**src/rtl/day2_range_dispatcher.sv**
```systemverilog
// rtl/day2_range_dispatcher.sv - packs ID ranges into batches for the day-2 ID-search array
// Sequences load/settle/run per batch and captures the array's cumulative sum after the last one.
module day2_range_dispatcher #(
   parameter int W             = 48,
   parameter int NUM_UNITS     = 8,
   parameter int SETTLE_CYCLES = 6,
   parameter int DRAIN_CYCLES  = 2
) (
   input  logic                   clock,
   input  logic                   reset,
   input  logic                   s_valid,
   output logic                   s_ready,
   input  logic [W-1:0]           s_start,
   input  logic [W-1:0]           s_end,
   input  logic                   s_last,
   output logic                   pz_load,
   output logic                   pz_en,
   output logic [W*NUM_UNITS-1:0] pz_start,
   output logic [W*NUM_UNITS-1:0] pz_end,
   input  logic                   pz_done,
   input  logic [W-1:0]           pz_id_sum,
   output logic [W-1:0]           result,
   output logic                   result_valid,
   output logic [15:0]            batch_count
);

   localparam int IW = $clog2(NUM_UNITS + 1);
   localparam int TW = 16;
   // Padding makes start > end so an unused unit finds nothing.
   localparam logic [W-1:0] PAD_START = W'(1);
   localparam logic [W-1:0] PAD_END   = '0;

   typedef enum logic [2:0] {
      FILL,
      LOAD,
      SETTLE,
      RUN,
      DRAIN,
      DONE
   } state_t;

   state_t         state;
   state_t         state_next;
   logic [IW-1:0]  idx;
   logic           last_flag;
   logic [TW-1:0]  timer;
   logic           accept;

   always_comb begin
      state_next = state;
      s_ready    = 1'b0;
      pz_load    = 1'b0;
      pz_en      = 1'b0;
      accept     = 1'b0;
      case (state)
         FILL: begin
            s_ready = 1'b1;
            accept  = s_valid;
            if (s_valid && (idx == IW'(NUM_UNITS - 1) || s_last)) begin
               state_next = LOAD;
            end
         end
         LOAD: begin
            pz_load    = 1'b1;
            state_next = SETTLE;
         end
         SETTLE: begin
            // Done flags still reflect the previous batch while the array pipeline refills.
            pz_en = 1'b1;
            if (timer == TW'(SETTLE_CYCLES - 1)) begin
               state_next = RUN;
            end
         end
         RUN: begin
            pz_en = 1'b1;
            if (pz_done) begin
               state_next = last_flag ? DRAIN : FILL;
            end
         end
         DRAIN: begin
            if (timer == TW'(DRAIN_CYCLES - 1)) begin
               state_next = DONE;
            end
         end
         DONE: begin
         end
         default: begin
            state_next = FILL;
         end
      endcase
   end

   always_ff @(posedge clock) begin
      if (reset) begin
         state        <= FILL;
         idx          <= '0;
         last_flag    <= 1'b0;
         timer        <= '0;
         pz_start     <= {NUM_UNITS{PAD_START}};
         pz_end       <= {NUM_UNITS{PAD_END}};
         result       <= '0;
         result_valid <= 1'b0;
         batch_count  <= '0;
      end else begin
         state <= state_next;
         timer <= (state_next != state) ? '0 : timer + TW'(1);

         if (accept) begin
            for (int i = 0; i < NUM_UNITS; i++) begin
               if (idx == IW'(i)) begin
                  pz_start[i*W +: W] <= s_start;
                  pz_end[i*W +: W]   <= s_end;
               end
            end
            idx <= idx + IW'(1);
            if (s_last) begin
               last_flag <= 1'b1;
            end
         end

         if (state == LOAD && batch_count != 16'hFFFF) begin
            batch_count <= batch_count + 16'd1;
         end

         // Slots are re-padded only as RUN hands back to FILL, keeping them stable while the array runs.
         if (state == RUN && pz_done && !last_flag) begin
            pz_start <= {NUM_UNITS{PAD_START}};
            pz_end   <= {NUM_UNITS{PAD_END}};
            idx      <= '0;
         end

         if (state == DRAIN && state_next == DONE) begin
            result       <= pz_id_sum;
            result_valid <= 1'b1;
         end
      end
   end

endmodule
```
**config.mk**
```make
export PLATFORM = sky130hd
export DESIGN_NAME = day2_range_dispatcher
export DESIGN_NICKNAME = d
export VERILOG_FILES = /design/src/rtl/day2_range_dispatcher.sv
export SDC_FILE = /design/constraint.sdc
export NUM_CORES = 2
export LEC_CHECK = 0
export ABC_AREA = 0
export BUFFER_PORTS_ARGS = -buffer_cell sky130_fd_sc_hd__buf_2
export CORE_AREA = 2 2 385 387
export DETAILED_ROUTE_END_ITERATION = 16
export DIE_AREA = 0 0 387 389
export PLACE_DENSITY = 0.5
export SYNTH_ARGS = -nofsm -noshare
export SYNTH_HDL_FRONTEND = slang
export SYNTH_SLANG_ARGS = --single-unit
export TNS_END_PERCENT = 5
```
**constraint.sdc**
```tcl
create_clock -name clock -period 5.25 [get_ports clock]
set_clock_uncertainty 0.15 [all_clocks]
set_input_delay 0.525 -clock clock [delete_from_list [all_inputs] [get_ports clock]]
set_output_delay 0.525 -clock clock [all_outputs]
set_load 0.05 [all_outputs]
```
==> results.sh <==
export IMPL_synth_area_leaders="dfxtp_1, nand2_1, a21oi_1"
export IMPL_post_cts_resized=0
export IMPL_final_common_cell="nand2_1"
export IMPL_grt_max_degree=174
export IMPL_totalWireLength_mm=144.3
export IMPL_number_of_i_o_port_buffers=984
export IMPL_ctsLongestPathBuffers=3
export IMPL_unrepaired_setup_endpoints_after_global_routing="no"
export IMPL_clockRootBuffer="clkbuf_16"
export IMPL_area_growth_syn_to_layout_pct=35.00
export IMPL_synth_enable_flop_cells=0
export IMPL_timing_final_crit_share_pct=61.58
export IMPL_die_h_um=389
export IMPL_netlist_cell_type_count=47
export IMPL_final_max_slew_violation_count=0
export IMPL_netlist_top_cell_by_area="dfxtp_1"
export IMPL_hp_start="s_start[47]"
export IMPL_floorplan_initialDensity_pct=20.94
export IMPL_detail_route_wl_per_cell_um=21.30
export IMPL_synth_yosys_seq_area_share_pct=55.88
export IMPL_worst_r2r_startpoint="idx[2]"
export IMPL_final_setup_tns_ns=0
export IMPL_kind_of_start_point_of_the_critical_path="flip-flop"
export IMPL_cts_tree="done"
export IMPL_most_instantiated_flip_flop_cell_in_the_synthesis_netlist="dfxtp_1"
export IMPL_place_area_sq_um=36940
export IMPL_crit_type="flip-flop to flip-flop"
export IMPL_cts_htree_levels=3
export IMPL_synth_top_area_share_pct=55.88
export IMPL_route_detailed_drc=0
export IMPL_status="finished clean"
export IMPL_num_nets_final=4917
export IMPL_worstPathArrival_ns=3.66
export IMPL_hp_class="input port to flip-flop"
export IMPL_critPathMaxFanout=51
export IMPL_post_place_cells=6474
export IMPL_worst_setup_path_end_kind="flip-flop"
export IMPL_min_period_ns=3.233
export IMPL_first_global_vias=28425
export IMPL_postLayoutCellArea_sq_um=41450
export IMPL_post_synth_inst_count=3906
export IMPL_cts_num_sinks=857
export IMPL_tritoncts_num_buffers=97
export IMPL_route_vias_total=30424
export IMPL_most_common_layout_cells="nand2_1, buf_2, dfxtp_1"
export IMPL_synth_ff_latch_count=857
export IMPL_final_layout_size_suffix_gt1_share_pct=25.13
export IMPL_die_w_um=387
export IMPL_cp_required_ns=5.67
export IMPL_vdd_drop_max_mv=0.2592
export IMPL_grtUsageTotal_pct=18.21
export IMPL_drt_iter0_markers=1921
export IMPL_number_of_warnings_issued_by_yosys=0
export IMPL_report_final_hold_viol_count=0
export IMPL_max_slew_worst_pin_slew_ns=1.236
export IMPL_std_cell_rows=141
export IMPL_max_cap_violations=0
export IMPL_power_density_cell_area_nw_per_um2=366.9
export IMPL_antenna_violations_before_repair=13
export IMPL_syn_area_per_cell_sq_um=7.861
export IMPL_whs_ns=0.06812
export IMPL_fp_coreArea_sq_um=146600
export IMPL_num_io_pins=985
export IMPL_grt_first_pass_wirelength_mm=204.0
export IMPL_syn_nets=4062
export IMPL_worst_setup_hold_path_clk_slew_ns=0.06
export IMPL_setup_worst_path_start="idx[2]"
export IMPL_clk_insertion_delay_late_ns=0.68
export IMPL_fmax_mhz=309.3
export IMPL_async_flop_share_pct=0
export IMPL_post_dp_hpwl_mm=96.80
export IMPL_cellLeakagePower_nw=16.76
export IMPL_grt_overflow=0
export IMPL_die_area_sq_um=150500
export IMPL_viasPerCell=4.493
export IMPL_max_slew_margin_pct=17.41
export IMPL_final_fill_count=15781
export IMPL_place_congestion=0.8750
export IMPL_cts_setup_buffers=0
export IMPL_instances_no_fill=6772
export IMPL_setup_viol=0
export IMPL_detailed_router_iteration_count_before_antenna_repair=5
export IMPL_syn_cell_area_sq_um=30700
export IMPL_antenna_violating_nets_post_route=0
==> power by group <==
part / total [W] / internal [W] / switching [W]
logic: 0.00146 / 0.000317 / 0.00115
clock network: 0.00704 / 0.00408 / 0.00296
registers: 0.00670 / 0.00663 / 0.0000718
total: 0.0152 / 0.0110 / 0.00418
==> through the flow <==
step           total power, W  utilization, %  worst slack (ns)
2_1_floorplan        0.007741               -             2.497
3_3_place_gp         0.008239           25.19             2.040
3_5_place_dp         0.008244           25.19             1.992
4_1_cts               0.01540           28.27             2.042
5_1_grt               0.01575           28.27             1.858
6_report              0.01521           28.27             2.017
==> layout make-up <==
type                       count  area [sq um]  share of cell area [%]
sequential                   857         17160                   41.39
multi-input combinational   2646         11830                   28.55
timing repair buffer        1153          6689                   16.14
clock buffer                 145          2889                   6.970
tap                         1930          2415                   5.826
clock inverter                32         436.7                   1.053
inverter                       6         22.52                 0.05433
antenna                        3         7.507                 0.01811
==> critical path, stage by stage, from the launching register on <==
cell and delay [ns]:
dfxtp_1 0.37, nor2b_1 0.84, nand3_4 0.69, buf_4 0.57
nand2_1 0.19, a21oi_1 0.08
==> routing by layer <==
layer	share of wire, %	track usage [%]	vias up
met5	0	0	-
met4	4.7	8.392	0
met3	8.5	5.249	270
met2	46	29.43	1239
met1	41	22.31	14526
li1	-	-	14389
==> Yosys cell counts, drive strengths merged, types with 4 or more instances <==
master / number
o21ai: 56
nor3: 18
and3: 11
buf: 149
nand3: 26
nor2: 12
clkbuf: 248
nor2b: 6
nand2: 1551
xnor2: 5
nor4: 5
or4: 10
or3: 7
xor2: 11
dfxtp: 857
nand4: 56
and4: 4
a21oi: 826
o31ai: 9
ha: 7
inv: 6
==> worst paths after layout <==
kind / end / slack (ns) / depth (start not counted)
min: pz_start[383] / 0.07 / 3
max reg2reg: pz_start[219] / 2.02 / 5
max: pz_start[219] / 2.02 / 5
min reg2reg: pz_start[148] / 0.30 / 2
==> sequential cells by signal, indices dropped and copies added (netlist names) <==
register	count
pz_end	384
pz_start	384
result	48
batch_count	16
timer	16
idx	4
state	3
last_flag	1
result_valid	1
==> repair_timing <==
| item | in CTS | in global routing |
|---|---|---|
| hold endpoints to repair | 551 | 0 |
| hold buffers | 118 | 0 |
| setup endpoints to repair | 0 | 0 |
==> cell families (layout without fill, tap and decap cells) <==
logic type | count (synthesis) | in the layout | synth area share, %
multiplexers | 2 | 2 | 0.07335
AO/OA/AOI/OAI | 904 | 904 | 14.94
other | 0 | 3 | 0
buffers and inverters | 403 | 1336 | 6.137
AND/OR/NAND/NOR | 1717 | 1717 | 22.23
flip-flops | 857 | 857 | 55.88
adder cells (fa/ha/maj) | 7 | 7 | 0.2852
XOR/XNOR | 16 | 16 | 0.4564
No activity file was read; power rests on OpenSTA's default activity.
